--- src/rtl/conv1d_pkg.sv ---
// conv1d_pkg: shared constants and state encoding for the conv1d CFU sequencer,
// buffers and command decoder.
package conv1d_pkg;
    localparam int KERNEL_LENGTH = 8;
    localparam int PAD_LEFT      = 3;
    localparam int MAX_WIDTH     = 1024;
    localparam int MAX_CHANNELS  = 128;
    localparam int IN_ADDR_W     = 17;
    localparam int W_ADDR_W      = 10;
    localparam int OUT_ADDR_W    = 10;
    localparam int WIDTH_W       = 11;
    localparam int DEPTH_W       = 8;

    typedef enum logic [1:0] {
        IDLE,
        RUN,
        DRAIN,
        REPORT
    } state_e;
endpackage

--- src/rtl/conv1d_tap_counter.sv ---
// conv1d_tap_counter: nested channel / filter tap / output position counters.
// Ports: clk, reset (sync, active-high); clear restarts at (0,0,0); adv steps
// one tap; width/depth are the latched config; fx/ox are the current filter
// tap and output position; last_tap/last_out flag the final tap of an output
// and of the whole schedule.
module conv1d_tap_counter
    import conv1d_pkg::*;
#(
    parameter int KERNEL_LENGTH = conv1d_pkg::KERNEL_LENGTH,
    parameter int FX_W          = $clog2(KERNEL_LENGTH)
) (
    input  logic                  clk,
    input  logic                  reset,
    input  logic                  clear,
    input  logic                  adv,
    input  logic [WIDTH_W-1:0]    width,
    input  logic [DEPTH_W-1:0]    depth,
    output logic [FX_W-1:0]       fx,
    output logic [OUT_ADDR_W-1:0] ox,
    output logic                  last_tap,
    output logic                  last_out
);
    logic [DEPTH_W-1:0]    ch_q;
    logic [FX_W-1:0]       fx_q;
    logic [OUT_ADDR_W-1:0] ox_q;
    logic                  last_ch;

    assign last_ch  = ch_q == depth - DEPTH_W'(1);
    assign last_tap = last_ch && fx_q == FX_W'(KERNEL_LENGTH - 1);
    assign last_out = last_tap && WIDTH_W'(ox_q) == width - WIDTH_W'(1);
    assign fx       = fx_q;
    assign ox       = ox_q;

    always_ff @(posedge clk) begin
        if (reset || clear) begin
            ch_q <= '0;
            fx_q <= '0;
            ox_q <= '0;
        end else if (adv) begin
            ch_q <= last_ch ? '0 : ch_q + DEPTH_W'(1);
            fx_q <= last_tap ? '0 : fx_q + FX_W'(last_ch);
            ox_q <= last_tap ? ox_q + OUT_ADDR_W'(1) : ox_q;
        end
    end
endmodule

--- src/rtl/conv1d_sequencer.sv ---
// conv1d_sequencer: walks every (out_x, filter_x, ch) tap one per clock, issuing
// input/weight buffer reads and MAC/accumulator/output-write strobes.
// Ports: clk, reset (sync, active-high); start/width/depth request a run;
// busy/done/err report status; in_rd_en/in_addr and w_rd_en/w_addr drive the
// buffers; mac_en/mac_zero/acc_clear drive the MAC one cycle after issue;
// out_we/out_addr write the finished output two cycles after its last tap.
module conv1d_sequencer #(
    parameter int KERNEL_LENGTH = conv1d_pkg::KERNEL_LENGTH,
    parameter int PAD_LEFT      = conv1d_pkg::PAD_LEFT,
    parameter int MAX_WIDTH     = conv1d_pkg::MAX_WIDTH,
    parameter int MAX_CHANNELS  = conv1d_pkg::MAX_CHANNELS,
    parameter int IN_ADDR_W     = conv1d_pkg::IN_ADDR_W,
    parameter int W_ADDR_W      = conv1d_pkg::W_ADDR_W
) (
    input  logic                              clk,
    input  logic                              reset,
    input  logic                              start,
    input  logic [conv1d_pkg::WIDTH_W-1:0]    width,
    input  logic [conv1d_pkg::DEPTH_W-1:0]    depth,
    output logic                              busy,
    output logic                              done,
    output logic                              err,
    output logic                              in_rd_en,
    output logic [IN_ADDR_W-1:0]              in_addr,
    output logic                              w_rd_en,
    output logic [W_ADDR_W-1:0]               w_addr,
    output logic                              mac_en,
    output logic                              mac_zero,
    output logic                              acc_clear,
    output logic                              out_we,
    output logic [conv1d_pkg::OUT_ADDR_W-1:0] out_addr
);
    import conv1d_pkg::*;

    localparam int FX_W  = $clog2(KERNEL_LENGTH);
    localparam int SUM_W = OUT_ADDR_W + 2;

    state_e                state_q, state_d;
    logic [WIDTH_W-1:0]    width_q;
    logic [DEPTH_W-1:0]    depth_q;
    logic                  err_q, drain_q, drain_d;
    // Two's-complement input pointer; wraps modulo 2^IN_ADDR_W, which is exact
    // for every valid tap because valid addresses always fit the buffer.
    logic [IN_ADDR_W-1:0]  in_base_q, in_ptr_q, in_next, pad_start;
    logic [W_ADDR_W-1:0]   w_cnt_q;
    logic [FX_W-1:0]       fx;
    logic [OUT_ADDR_W-1:0] ox, ox1_q, out_addr_q;
    logic [SUM_W-1:0]      tap_sum;
    logic                  last_tap, last_out, accept, cfg_bad, issue, tap_valid;
    logic                  mac_en_q, mac_zero_q, acc_clear_q, last1_q, out_we_q;

    conv1d_tap_counter #(.KERNEL_LENGTH(KERNEL_LENGTH), .FX_W(FX_W)) u_taps (
        .clk      (clk),
        .reset    (reset),
        .clear    (accept),
        .adv      (issue),
        .width    (width_q),
        .depth    (depth_q),
        .fx       (fx),
        .ox       (ox),
        .last_tap (last_tap),
        .last_out (last_out)
    );

    assign accept    = state_q == IDLE && start;
    assign cfg_bad   = width == '0 || depth == '0 || width > WIDTH_W'(MAX_WIDTH)
                       || depth > DEPTH_W'(MAX_CHANNELS);
    assign issue     = state_q == RUN;
    assign pad_start = -(IN_ADDR_W'(PAD_LEFT) * IN_ADDR_W'(depth));
    assign in_next   = in_base_q + IN_ADDR_W'(depth_q);
    // in_x = out_x + filter_x - PAD_LEFT lies in [0, width) without going negative.
    assign tap_sum   = SUM_W'(ox) + SUM_W'(fx);
    assign tap_valid = tap_sum >= SUM_W'(PAD_LEFT) && tap_sum < SUM_W'(width_q) + SUM_W'(PAD_LEFT);

    always_comb begin
        state_d = state_q;
        drain_d = 1'b0;
        unique case (state_q)
            IDLE:    state_d = start ? (cfg_bad ? REPORT : RUN) : IDLE;
            RUN:     state_d = last_out ? DRAIN : RUN;
            DRAIN: begin
                drain_d = ~drain_q;
                state_d = drain_q ? REPORT : DRAIN;
            end
            REPORT:  state_d = IDLE;
            default: state_d = IDLE;
        endcase
    end

    always_ff @(posedge clk) begin
        if (reset) begin
            state_q     <= IDLE;
            drain_q     <= 1'b0;
            width_q     <= '0;
            depth_q     <= '0;
            err_q       <= 1'b0;
            in_base_q   <= '0;
            in_ptr_q    <= '0;
            w_cnt_q     <= '0;
            mac_en_q    <= 1'b0;
            mac_zero_q  <= 1'b0;
            acc_clear_q <= 1'b0;
            last1_q     <= 1'b0;
            ox1_q       <= '0;
            out_we_q    <= 1'b0;
            out_addr_q  <= '0;
        end else begin
            state_q     <= state_d;
            drain_q     <= drain_d;
            mac_en_q    <= issue;
            mac_zero_q  <= issue && !tap_valid;
            acc_clear_q <= issue && w_cnt_q == '0;
            last1_q     <= issue && last_tap;
            ox1_q       <= ox;
            out_we_q    <= last1_q;
            out_addr_q  <= ox1_q;
            if (accept) begin
                width_q   <= width;
                depth_q   <= depth;
                err_q     <= cfg_bad;
                in_base_q <= pad_start;
                in_ptr_q  <= pad_start;
                w_cnt_q   <= '0;
            end else if (issue) begin
                in_base_q <= last_tap ? in_next : in_base_q;
                in_ptr_q  <= last_tap ? in_next : in_ptr_q + IN_ADDR_W'(1);
                w_cnt_q   <= last_tap ? '0 : w_cnt_q + W_ADDR_W'(1);
            end
        end
    end

    assign busy      = state_q == RUN || state_q == DRAIN;
    assign done      = state_q == REPORT;
    assign err       = done && err_q;
    assign w_rd_en   = issue;
    assign w_addr    = issue ? w_cnt_q : '0;
    assign in_rd_en  = issue && tap_valid;
    assign in_addr   = in_rd_en ? in_ptr_q : '0;
    assign mac_en    = mac_en_q;
    assign mac_zero  = mac_zero_q;
    assign acc_clear = acc_clear_q;
    assign out_we    = out_we_q;
    assign out_addr  = out_addr_q;
endmodule

--- config.mk ---
export PLATFORM = sky130hd
export DESIGN_NAME = conv1d_sequencer
export DESIGN_NICKNAME = d
export VERILOG_FILES = /design/src/rtl/conv1d_pkg.sv /design/src/rtl/conv1d_tap_counter.sv /design/src/rtl/conv1d_sequencer.sv
export SDC_FILE = /design/constraint.sdc
export NUM_CORES = 1
export LEC_CHECK = 0
export ABC_AREA = 1
export CAP_MARGIN = 0
export CORE_MARGIN = 2
export CORE_UTILIZATION = 55
export CTS_BUF_LIST = sky130_fd_sc_hd__clkbuf_16
export DETAILED_ROUTE_END_ITERATION = 10
export HOLD_SLACK_MARGIN = 0.05
export PLACE_DENSITY = 0.84
export SKIP_CTS_REPAIR_TIMING = 1
export SLEW_MARGIN = 40
export SYNTH_ARGS = -nofsm -noshare
export SYNTH_HDL_FRONTEND = slang
export SYNTH_SLANG_ARGS = --single-unit
--- constraint.sdc ---
create_clock -name clk -period 3.9 [get_ports clk]
set_input_delay 1.17 -clock clk [delete_from_list [all_inputs] [get_ports clk]]
set_output_delay 1.17 -clock clk [all_outputs]
set_load 0.05 [all_outputs]
# After elaboration in Yosys (flattened, before gate mapping)
# Index checks and enable logic that the tools add are counted.
[totals]
wordCells = 83
ff_bits = 113
out_inout_bits = 46
in_bits = 22
[classes]
n_bitwise = 2
n_reduce_logical = 25
n_lt_le_gt_ge = 4
n_eq_ne = 6
n_addsub = 11
n_mul = 1
muxes = 16
[ops]
columns = ["op", "count"]
rows = [
  ["17-bit 2-to-1 mux", 7],
  ["10-bit by 1-bit adder with 10-bit output, second input constant", 2],
  ["10-bit 2-to-1 mux", 2],
  ["17-bit by 1-bit adder with 17-bit output, second input constant", 1],
  ["17-bit by 8-bit adder with 17-bit output", 1],
  ["10-bit negator with 17-bit output", 1],
  ["11-bit by 2-bit adder with 12-bit output, second input constant", 1],
  ["11-bit by 12-bit less-than comparator with 1-bit output", 1],
  ["10-bit by 3-bit adder with 11-bit output", 1],
  ["10-bit by 11-bit == test with 1-bit output", 1],
  ["11-bit by 2-bit >= comparator with 1-bit output, second input constant", 1],
  ["11-bit greater-than comparator, second input constant", 1],
  ["11-bit logical NOT", 1],
  ["11-bit by 1-bit subtractor with 11-bit output, second input constant", 1],
  ["10-bit logical NOT", 1],
  ["2-bit by 8-bit multiplier with 10-bit output, first input constant", 1],
  ["1-bit logical AND", 9],
  ["8-bit by 1-bit adder with 8-bit output, second input constant", 1],
  ["8-bit == test", 1],
  ["8-bit greater-than comparator, second input constant", 1],
  ["8-bit logical NOT", 1],
  ["8-bit 2-to-1 mux", 1],
  ["2-bit one-hot mux with 4 select lines", 1],
  ["8-bit by 1-bit subtractor with 8-bit output, second input constant", 1],
  ["14 further kinds", 25],
]

# Depth between registers and ports, before layout
# Gate-level depths: netlist of run 1.
[depth]
word_depth = 7
depth_mapped = 17
mapped_depth_nobuf = 16

# By module
# A second synthesis of run 1 with hierarchy kept.
[unflattened]
cells_unflattened = 1238
hier_area_um2 = 7920.1
[by_module_without_submodules]
columns = ["mod", "cells_per_inst", "seq_area_each_um2", "n_inst", "area_each_um2"]
rows = [
  ["conv1d_sequencer", 939, 1841.8, 1, 6098.3],
  ["conv1d_tap_counter", 299, 420.4, 1, 1821.7],
]

# Worst setup path before layout of run 1
# No wires, ideal clock.
[synth_timing]
path_kind = "register -> output"
start = "reg u_taps.ox_q[0] (netlist: u_taps.ox[0])"
end = "out in_addr[10]"
slack_ns = -0.313
t_required_ns = 2.730
n_path_buf = 1
path_stages_with_launch = 15
arrival_time_ns = 3.043
cell_sequence = "dfxtp_1 -> ha_1 -> inv_1 -> fa_1 -> o21ai_2 -> nand2_1 -> nor2_1 -> xor2_1 -> ha_1 -> a21oi_1 -> o21ai_0 -> nor2_2 -> nand3_4 -> buf_6 -> nor2_1"
[synth_between]
elab_chain_len = 5
word_cells_on_any_way = 6
classes_between = "add/sub: 1; order compare: 2; mux: 1; reduce/logical: 2"
[synth_lines]
columns = ["element", "line", "source"]
rows = [
  ["start: declaration", "conv1d_tap_counter.sv:25", "logic [OUT_ADDR_W-1:0] ox_q;"],
  ["start signal: assignment", "conv1d_tap_counter.sv:42", "ox_q <= last_tap ? ox_q + OUT_ADDR_W'(1) : ox_q;"],
  ["10-bit by 3-bit adder with 11-bit output (*)", "conv1d_sequencer.sv:72", "assign tap_sum = SUM_W'(ox) + SUM_W'(fx);"],
  ["11-bit by 12-bit less-than comparator with 1-bit output or 11-bit by 2-bit >= comparator with 1-bit output (tied branches)", "conv1d_sequencer.sv:73", "assign tap_valid = tap_sum >= SUM_W'(PAD_LEFT) && tap_sum < SUM_W'(width_q) + SUM_W'(PAD_LEFT);"],
  ["1-bit logical AND (*)", "conv1d_sequencer.sv:73", ""],
  ["1-bit logical AND (*)", "conv1d_sequencer.sv:137", "assign in_rd_en = issue && tap_valid;"],
  ["17-bit 2-to-1 mux (*)", "conv1d_sequencer.sv:138", "assign in_addr = in_rd_en ? in_ptr_q : '0;"],
  ["end: declaration", "conv1d_sequencer.sv:24", "output logic [IN_ADDR_W-1:0] in_addr,"],
]
# Mark *: on every way between the ends. The rest lies on a longest branch, timed or not.

# Worst setup path after layout of run 1
[layout_timing]
start = "reg u_taps.ox_q[0] (netlist: u_taps.ox[0])"
end = "out in_addr[11]"
# Same word-level chain as after synthesis.

==> results list, run 1 <==
- The run finished, with violations left.
- The final reports fail on setup timing.
* Number of instances in the synthesized netlist: 1,167
- During placement, the flow inserted port buffers numbering 67.
* Mapped cell area: 7690 um2
* Clock slew at reported path FFs: 60 ps
- The first global-routing pass estimated 34,200 um of wire.
- Once layout is complete, the cells apart from fillers number 1,453.
* Starting utilization of the core area: 55.9%
- First drt pass iteration count: 7
- TritonCTS built the clock tree.
- Number of CTS-inserted buffers: 17
- In this run the worst hold path is classified as register to register.
* Top cell type's share of synthesized area: 29.4%
- DR vias: 8,202
- Summed over all nets, the half-perimeter wirelength after detailed placement is 15,200 um.
* GRT Resource Usage Total: 28.6%
- After floorplanning, the core was divided into 43 placement rows.
- After layout, the minimum clock period comes to 4360 ps.
- Of all nets on the critical path, the largest fanout is 5.
* Insertion delay to the later sink of the worst-skew pair: 430 ps
- By count the netlist is led by 250 x sky130_fd_sc_hd__nand2_1, 179 x sky130_fd_sc_hd__inv_1, 140 x sky130_fd_sc_hd__nor2_1, 113 x sky130_fd_sc_hd__dfxtp_1, 94 x sky130_fd_sc_hd__nand3_1.
* Setup_tns: -7630 ps
* Top post-synthesis cells by area: sky130_fd_sc_hd__dfxtp_1 29%, sky130_fd_sc_hd__nand2_1 12%, sky130_fd_sc_hd__inv_1 8.7%, sky130_fd_sc_hd__ha_1 8.5%, sky130_fd_sc_hd__nor2_1 6.8%
- RD Place Congestion: 0.949
- In this run the critical register-to-register path is launched from state_q[1].
- Data arrives at the worst endpoint at 3190 ps.
* Worst-case headroom to the max-slew limit: 54.8%
- Hold Path End: out_addr[9]
- Across all register-to-register paths, the minimum setup slack is 1020 ps.
- Area of the core region: 13,800 um2
- Part of the Yosys area used for sequential elements: 29.4%
* Share of cells above drive strength 1: 14.1%
* Number of failing setup endpoints in the final timing report: 18
- STA classifies the critical path startpoint as a register.
* Horiz. Die Dim: 122 um
- RSZ-0062 raised after global routing: yes
* Hold Violations, Final: 0
- Clock tree synthesis selected as its root buffer the cell sky130_fd_sc_hd__clkbuf_16.
- The detail route stage leaves a number of antenna-violating nets equal to 0.
* Warnings, synthesis: 0
* Total placed instance area: 8950 um2
- # clock sinks: 113
* DR WL/cell: 15.3 um
- For this design the static power due to leakage is 0.00454 uW.
* Origin of the worst min-delay path: ox1_q[9]
* Reg-to-reg endpoint: w_cnt_q[8]
- Number of placed I/O pins: 68
* Final worst path period share: 112%
- When the netlist entered floorplanning its net count stood at 1,243.
- Routed wire length: 22,200 um
- The tool flagged a number of max-cap violations equal to 0.
* Worst reg2reg path depth: 9
- The number of antenna diodes in the final layout is 0.
- The biggest area contributor in the post-synthesis netlist is sky130_fd_sc_hd__dfxtp_1.
- The die is 122 um tall.
* Distinct cell type count of the synthesized netlist: 48
- The worst-case IR drop observed on VDD is 408 uV.
* Worst clock skew: 7.02 ps
- The worst setup path is of the register to output port kind.
- Based on the critical path, the design can be clocked at up to 230 MHz.
* Pwr/cell area: 371 nW/um2
- The H-tree generated during clock tree synthesis spans 4 levels.
- In the routed design, unresolved DRC markers number 0.
* Instance count along the most critical hold path: 2
* Post-synthesis area per instance: 6.59 um2
- With fillers left out, the area of the finished cells amounts to 9960 um2.
- Detailed Route Iter0 Violations: 894
* Initial antenna violation count: 0
* Synthesis-stage register bit count: 113
- By instance count, the leading cell after synthesis is sky130_fd_sc_hd__nand2_1.
- The via count of the first global-routing pass was 7,252.
* Via density per instance: 5.64
- Entering global routing, the biggest net connects 36 pins.
- Endpoint required time on the critical path: 2730 ps
- The die covers 15,000 um2.
* Count of flip-flops with a built-in enable after synthesis: 0
* Area overhead of the layout relative to synthesis: 29.5%
* Share of flip-flops with an asynchronous set or reset: 0%
* Worst Slack Setup Final: -456 ps
- Remaining Overflow, GRT: 0
- For this run, the leading register cell type out of synthesis is sky130_fd_sc_hd__dfxtp_1.
- Final hold analysis gives a worst-case slack of 400 ps.
- Count of fill cells added during filler insertion: 1,023
- The final max-slew violation count came to 0.
- For this run, the post-layout net count is 1,336.
* Slew at the pin closest to its max-slew limit: 676 ps
- Type of element capturing the critical path: output port
* Clock buffer depth: 2
- Placed Cells: 1,415
-- layer usage --
layer | wire [um] | track usage, %
met3 | 2160 | 4.79
met4 | 596 | 9.99
met5 | 0 | 0
met1 | 9330 | 39.6
met2 | 10100 | 45.0
-- area by class of cell --
type	count	area (um2)	share of cell area, %
multi-input cells	835	4930	49.5
flip-flops and latches	113	2270	22.8
repair buffers	108	1220	12.3
inverters	185	694	6.97
clock buffers	17	425	4.27
well taps	180	225	2.26
clock inverters	15	198	1.98
-- registers in the layout, summed over array words and instances, names as in the netlist, 3 cells and up --
name         count
u_taps.ox       10
in_ptr_q        17
u_taps.ch_q      8
w_cnt_q         10
u_taps.fx        3
depth_q          8
out_addr        10
in_base_q       17
width_q         11
ox1_q           10
-- worst max-delay path by stage --
stage | from | to | slack (ps) | depth (start not counted)
5_1_grt | u_taps.ox[2] | in_addr[11] | -610 | 15
3_3_place_gp | u_taps.fx[0] | in_addr[0] | 50 | 15
4_1_cts | u_taps.fx[2] | in_addr[5] | -640 | 15
2_1_floorplan | u_taps.ox[0] | in_addr[0] | -180 | 13
6_report | u_taps.ox[0] | in_addr[11] | -460 | 15
3_5_place_dp | u_taps.fx[2] | in_addr[5] | -110 | 15
-- worst max-delay path, cell delays in order (launching register included) --
cell and delay (ps):
sky130_fd_sc_hd__dfxtp_2 350, sky130_fd_sc_hd__ha_4 140, sky130_fd_sc_hd__inv_2 50, sky130_fd_sc_hd__fa_2 440, sky130_fd_sc_hd__o21ai_4 210, sky130_fd_sc_hd__nand2_2 120
sky130_fd_sc_hd__nor2_4 140, sky130_fd_sc_hd__xor2_2 100, sky130_fd_sc_hd__ha_4 160, sky130_fd_sc_hd__a21oi_2 130, sky130_fd_sc_hd__o21ai_2 80, sky130_fd_sc_hd__nor2_2 170
sky130_fd_sc_hd__nand3_4 190, sky130_fd_sc_hd__clkbuf_16 230, sky130_fd_sc_hd__nor2_4 120, sky130_fd_sc_hd__buf_12 140
-- cells by family after synthesis --
| logic type | Yosys count | synth area share [%] |
|---|---|---|
| AOI/OAI and AO/OA | 164 | 11.7 |
| xor gates and xnor gates | 61 | 6.94 |
| adders and majority gates | 54 | 8.98 |
| buffers and inverters | 219 | 11.2 |
| DFF | 113 | 29.4 |
| and+or+nand+nor | 556 | 31.8 |
-- where the power goes --
group,total [uW],leakage (uW),switching (uW),internal (uW)
clock network,1660,0.000305,635,1030
registers,1290,0.000925,71.2,1220
logic,748,0.00331,486,261
total,3700,0.00454,1190,2510
-- stage by stage --
stage,setup slack [ps],total power (uW),util (%)
floorplan,-179,1820,-
global placement,51.7,1990,65.0
detailed placement,-114,2010,65.0
CTS,-641,3660,69.5
global route,-606,3840,72.3
finish,-456,3700,72.3
-- cells in the final DEF, fill, tap and decap left out, types with 5 or more instances in the layout --
| cell type | netlist | routed |
|---|---|---|
| sky130_fd_sc_hd__xor2_1 | 44 | 40 |
| sky130_fd_sc_hd__o22ai_1 | 17 | 17 |
| sky130_fd_sc_hd__nand3_2 | 2 | 5 |
| sky130_fd_sc_hd__xnor2_1 | 17 | 16 |
| sky130_fd_sc_hd__a21oi_1 | 60 | 56 |
| sky130_fd_sc_hd__nor2_1 | 140 | 122 |
| sky130_fd_sc_hd__buf_12 | 0 | 20 |
| sky130_fd_sc_hd__clkbuf_16 | 0 | 19 |
| sky130_fd_sc_hd__o21ai_0 | 49 | 47 |
| sky130_fd_sc_hd__nor4_1 | 5 | 5 |
| sky130_fd_sc_hd__inv_1 | 179 | 176 |
| sky130_fd_sc_hd__ha_4 | 0 | 8 |
| sky130_fd_sc_hd__clkdlybuf4s50_1 | 0 | 49 |
| sky130_fd_sc_hd__buf_4 | 2 | 36 |
| sky130_fd_sc_hd__nand3b_1 | 5 | 5 |
| sky130_fd_sc_hd__inv_2 | 6 | 9 |
| sky130_fd_sc_hd__nand4_1 | 19 | 19 |
| sky130_fd_sc_hd__nand2_2 | 1 | 8 |
| sky130_fd_sc_hd__nand2_1 | 250 | 243 |
| sky130_fd_sc_hd__ha_1 | 52 | 44 |
| sky130_fd_sc_hd__nand3_1 | 94 | 91 |
| sky130_fd_sc_hd__a21oi_2 | 2 | 6 |
| sky130_fd_sc_hd__o21ai_1 | 17 | 18 |
| sky130_fd_sc_hd__dfxtp_1 | 113 | 107 |
| sky130_fd_sc_hd__nor2_4 | 2 | 21 |
| sky130_fd_sc_hd__dfxtp_2 | 0 | 6 |
| sky130_fd_sc_hd__nor3_1 | 21 | 19 |
(Power assumes the default switching activity.)
==> run 2, diff against run 1 <==
--- a/config.mk
+++ b/config.mk
@@ -10,6 +10,7 @@
 export CORE_MARGIN = 2
 export CORE_UTILIZATION = 55
 export CTS_BUF_LIST = sky130_fd_sc_hd__clkbuf_16
+export CTS_CLUSTER_SIZE = 20
 export DETAILED_ROUTE_END_ITERATION = 10
 export HOLD_SLACK_MARGIN = 0.05
 export PLACE_DENSITY = 0.84
==> results of run 2 <==
The final DEF is identical to that of run 1; final timing and power are the same.
